**config.mk**
```make
export PLATFORM = sky130hd
export DESIGN_NAME = pipelined_mux_tree
export DESIGN_NICKNAME = d
export VERILOG_FILES = /design/src/rtl/pipelined_mux_tree.sv
export SDC_FILE = /design/constraint.sdc
export NUM_CORES = 1
export LEC_CHECK = 0
export CAP_MARGIN = 20
export CORE_MARGIN = 8
export CORE_UTILIZATION = 35
export CTS_CLUSTER_DIAMETER = 80
export CTS_CLUSTER_SIZE = 14
export DETAILED_ROUTE_END_ITERATION = 7
export GPL_TIMING_DRIVEN = 1
export SLEW_MARGIN = 15
export SYNTH_ARGS = -nofsm -noshare
export SYNTH_HDL_FRONTEND = slang
export SYNTH_SLANG_ARGS = --single-unit
```
**constraint.sdc**
```tcl
create_clock -name clk -period 1.6 [get_ports clk]
set_input_delay 0.32 -clock clk [delete_from_list [all_inputs] [get_ports clk]]
set_output_delay 0.32 -clock clk [all_outputs]
set_load 0.1 [all_outputs]
```
**src/rtl/pipelined_mux_tree.sv**
```systemverilog
// N-to-1 multiplexer built as a registered binary tree: one register level per select bit.
// Optional Out_parity output is compiled in when PIPELINED_MUX_PARITY_EN is defined.
module pipelined_mux_tree #(
    parameter int WIDTH    = 8,
    parameter int SEL_BITS = 3
) (
    input  logic                              clk,
    input  logic                              reset,
    input  logic [(2**SEL_BITS)*WIDTH-1:0]    In,
    input  logic [SEL_BITS-1:0]               Selector,
    input  logic                              Valid_in,
    input  logic                              En,
    input  logic                              Mode,
    output logic [WIDTH-1:0]                  Out,
    output logic                              Out_valid,
    output logic [SEL_BITS-1:0]               Out_sel
`ifdef PIPELINED_MUX_PARITY_EN
    ,
    output logic                              Out_parity
`endif
);

    localparam int N = 2**SEL_BITS;

    logic [SEL_BITS-1:0] scan_reg;
    logic [SEL_BITS-1:0] eff_sel;
    logic                accept;

    // Level 0 is the live input; level k (k >= 1) is the stage-k register bank.
    logic [N*WIDTH-1:0]  lvl_data  [SEL_BITS+1];
    logic [SEL_BITS-1:0] lvl_tag   [SEL_BITS+1];
    logic                lvl_valid [SEL_BITS+1];
`ifdef PIPELINED_MUX_PARITY_EN
    logic                lvl_par   [SEL_BITS+1];
`endif

    assign eff_sel      = Mode ? scan_reg : Selector;
    assign accept       = En && Valid_in;
    assign lvl_data[0]  = In;
    assign lvl_tag[0]   = eff_sel;
    assign lvl_valid[0] = Valid_in;
`ifdef PIPELINED_MUX_PARITY_EN
    assign lvl_par[0]   = ^In[eff_sel*WIDTH +: WIDTH];
`endif

    // The scan index is kept while Mode=0 so auto-scan resumes where it stopped.
    always_ff @(posedge clk) begin
        if (reset) begin
            scan_reg <= '0;
        end else if (accept && Mode) begin
            scan_reg <= scan_reg + 1'b1;
        end
    end

    genvar gi;
    generate
        for (gi = 1; gi <= SEL_BITS; gi++) begin : g_stage
            localparam int CNT = N >> gi;

            logic [N*WIDTH-1:0]  data_reg;
            logic [N*WIDTH-1:0]  data_next;
            logic [SEL_BITS-1:0] tag_reg;
            logic                valid_reg;

            // Pair neighbours from the previous level using the tag bit that belongs to this level.
            always_comb begin
                data_next = '0;
                for (int j = 0; j < CNT; j++) begin
                    data_next[j*WIDTH +: WIDTH] = lvl_tag[gi-1][gi-1]
                        ? lvl_data[gi-1][(2*j+1)*WIDTH +: WIDTH]
                        : lvl_data[gi-1][(2*j)*WIDTH +: WIDTH];
                end
            end

            always_ff @(posedge clk) begin
                if (reset) begin
                    data_reg  <= '0;
                    tag_reg   <= '0;
                    valid_reg <= 1'b0;
                end else if (En) begin
                    data_reg  <= data_next;
                    tag_reg   <= lvl_tag[gi-1];
                    valid_reg <= lvl_valid[gi-1];
                end
            end

            assign lvl_data[gi]  = data_reg;
            assign lvl_tag[gi]   = tag_reg;
            assign lvl_valid[gi] = valid_reg;

`ifdef PIPELINED_MUX_PARITY_EN
            logic par_reg;
            always_ff @(posedge clk) begin
                if (reset) begin
                    par_reg <= 1'b0;
                end else if (En) begin
                    par_reg <= lvl_par[gi-1];
                end
            end
            assign lvl_par[gi] = par_reg;
`endif
        end
    endgenerate

    assign Out       = lvl_data[SEL_BITS][WIDTH-1:0];
    assign Out_valid = lvl_valid[SEL_BITS];
    assign Out_sel   = lvl_tag[SEL_BITS];
`ifdef PIPELINED_MUX_PARITY_EN
    assign Out_parity = lvl_par[SEL_BITS];
`endif

endmodule

```
==> results.ini <==
[outcome]
status=finished clean

[worst_setup_path]
end_kind=flip-flop
cp_max_fo=16
slowest_delay_ns=0.55
critPathSlowestCell=clkdlybuf4s50_1
rr_endpoint=g_stage[1].data_reg[7]$_SDFFE_PP0P_
required_ns=1.80
r2r_slack_ns=0.27
crit_chain=clkdlybuf4s50_1 > buf_4 > mux2_4 > nand2_1 > a311oi_2
timing.rr.start=scan_reg[0]$_SDFFE_PP0P_
critPathTopFamily=buffers and inverters
cp_data_arrival_time_ns=1.67
start_kind=primary input
reg2reg_depth=3
cp_num_buf_inv=2
worstSetupPathType=in -> reg

[cells_and_area]
multiInputGateArea_um2=1630
final_util=0.495
area_delta_synth_final_pct=39.7
seqCellArea_um2=1420
largest_reg_flops=56
finalNonFillerCells=532
finalInstanceArea_um2=4490
diodes=0
drive_gt1_frac=0.176
fin_nets=489
fillers=850

[clocking]
clk_latency_ns=0.33
cts_made_buffers=9
cts-root-buf=clkbuf_8
cts_resized=0
hold_buffers=0
numClockSinks=71
cts_tree=done
post_cts_buffers=0
htree_levels=3
clk_path_buf_depth=2
path_clk_slew_ns=0.08

[timing]
setup_viol=0
fin_skew_ns=0.00835
fmax_mhz=678
fin_crit_ns=1.48
hold_violations=0
whs_ns=0.345
max_slew.worst_pin.slew_ns=0.557
layout_setup_ws_ns=0.124
slew_headroom=0.628
period_share=0.922
rsz0062_at_grt=no
drv_slew=0

[worst_hold_path]
worstHoldPathCells=2
worstHoldEndpoint=g_stage[2].tag_reg[1]$_SDFFE_PP0P_
min_path_type=in -> reg
worstHoldStart=reset

[power]
comb_power_share=0.201
p_sw_frac=0.274
p_int_mw=3.07
switchingPower_mw=1.15
p_leak_nw=1.68
p_clk_frac=0.333
seqPwrFrac=0.465
power_density_nw_per_um2=940
ir_drop_uv=369

[logic_synthesis]
ys_types=18
yosysTopAreaCell=dfxtp_1
synth_edf_count=0
ys_ff_latch=71
netlist.area_leader.share=0.442
synth_common_cells=dfxtp_1, nor2_1, nand2_1
synth.net_count=413
syn_inst=340
yosysSeqAreaShare=0.442
synth_area_leaders=dfxtp_1, a311oi_2, mux2i_1
synthFlopType=dfxtp_1
synthArstFlopShare=0
yosysWarnings=0
netlist_area_um2=3210
avgSynthCellArea_um2=9.45

[global_routing]
grt_overflow=0
grt_max_degree=36
grt_pass1_vias=2676
grt_antenna_before_repair=0
grt_use_total=0.122
grt_pass1_wl_um=12600

[floorplanning]
num_rows=35
core-area_um2=9060
dieArea_um2=12500
die_w_um=112
die_h_um=112
floorplan.initialDensity=0.354
ioPinCount=84

[detailed_routing]
post-route-drc-count=0
post_drt_wl_per_cell_um=14.9
ant_nets=0
first_pass_iters=4
routed_wl_um=7940
viasPerCell=4.92
vias=2619
drt-initial-drc-count=104

[place]
placed_area_um2=4280
io_buffer_count=83
place_congestion=0.712
dp_hpwl_um=5660
post-place-ws_ns=-0.311
dp.cells=515

[run]
maxCapViolations=0

kinds of logic after synthesis:
group                    Yosys count  share of synthesized area
flip-flops                        71                      0.442
buffers and inverters             32                     0.0565
adder cells (fa/ha/maj)            1                    0.00389
XOR/XNOR                           2                    0.00545
multiplexers                      38                      0.124
AND/OR/NAND/NOR                  137                      0.161
AO/OA/AOI/OAI                     59                      0.207
area by class of cell:
class / instances / share of cell area
tap: 111 / 0.0309
timing repair buffer: 96 / 0.246
multi-input combinational: 238 / 0.362
clock buffer: 11 / 0.0315
sequential: 71 / 0.317
clock inverter: 5 / 0.0125
layer usage:
| layer | vias to the layer above | track usage | share of wire | routed length (µm) |
|---|---|---|---|---|
| li1 | 1351 | - | - | - |
| met1 | 1205 | 0.153 | 0.48 | 3820 |
| met2 | 57 | 0.195 | 0.47 | 3700 |
| met3 | 6 | 0.0330 | 0.042 | 337 |
| met4 | 0 | 0.0410 | 0.0096 | 76 |
| met5 | - | 0 | 0 | 0 |
metrics by stage:
| step | power, mW | TNS, ns |
|---|---|---|
| floorplan | 2.50 | 0 |
| global placement | 2.84 | -8.21 |
| detailed placement | 2.85 | -8.84 |
| CTS | 4.26 | 0 |
| global route | 4.43 | 0 |
| finish | 4.22 | 0 |
how the worst max path moves through the flow:
| stage | start | to | cells after the start |
|---|---|---|---|
| 2_1_floorplan | g_stage[3].data_reg[0]$_SDFFE_PP0P_ | g_stage[3].data_reg[0]$_SDFFE_PP0P_ | 2 |
| 5_1_grt | Mode | g_stage[1].data_reg[7]$_SDFFE_PP0P_ | 5 |
| 4_1_cts | Mode | g_stage[1].data_reg[7]$_SDFFE_PP0P_ | 5 |
| 3_3_place_gp | Mode | g_stage[1].data_reg[28]$_SDFFE_PP0P_ | 5 |
| 6_report | Mode | g_stage[1].data_reg[7]$_SDFFE_PP0P_ | 5 |
| 3_5_place_dp | Mode | g_stage[1].data_reg[29]$_SDFFE_PP0P_ | 5 |
worst register-to-register path: stages (launching register included):
cell      delay, ns
dfxtp_1        0.52
mux2_4         0.36
nand2_1        0.11
a311oi_2       0.26
power by group through the flow:
| stage | logic, mW | clock network [mW] | registers [mW] |
|---|---|---|---|
| finish | 0.850 | 1.41 | 1.96 |
| global route | 0.917 | 1.53 | 1.98 |
| CTS | 0.848 | 1.45 | 1.97 |
| detailed placement | 0.846 | 0 | 2.01 |
| global placement | 0.836 | 0 | 2.00 |
| floorplan | 0.421 | 0 | 2.08 |
placed cells by master (no fill, tap or decap):
cell type | netlist | routed
clkbuf_8 | 0 | 10
ha_1 | 1 | 1
xor2_1 | 2 | 2
mux2i_4 | 1 | 1
mux2_4 | 1 | 2
clkinvlp_4 | 0 | 1
a211oi_1 | 27 | 27
clkinv_2 | 0 | 2
nor2_1 | 71 | 71
dfxtp_1 | 71 | 71
clkdlybuf4s50_1 | 0 | 69
buf_12 | 0 | 17
bufinv_16 | 0 | 1
a311oi_1 | 3 | 3
a311oi_2 | 29 | 29
nand4_1 | 1 | 1
mux2i_1 | 36 | 36
inv_6 | 0 | 1
nand2_1 | 64 | 64
buf_4 | 4 | 10
clkbuf_1 | 13 | 1
nand3_1 | 1 | 1
No activity file was read; power rests on OpenSTA's default activity.
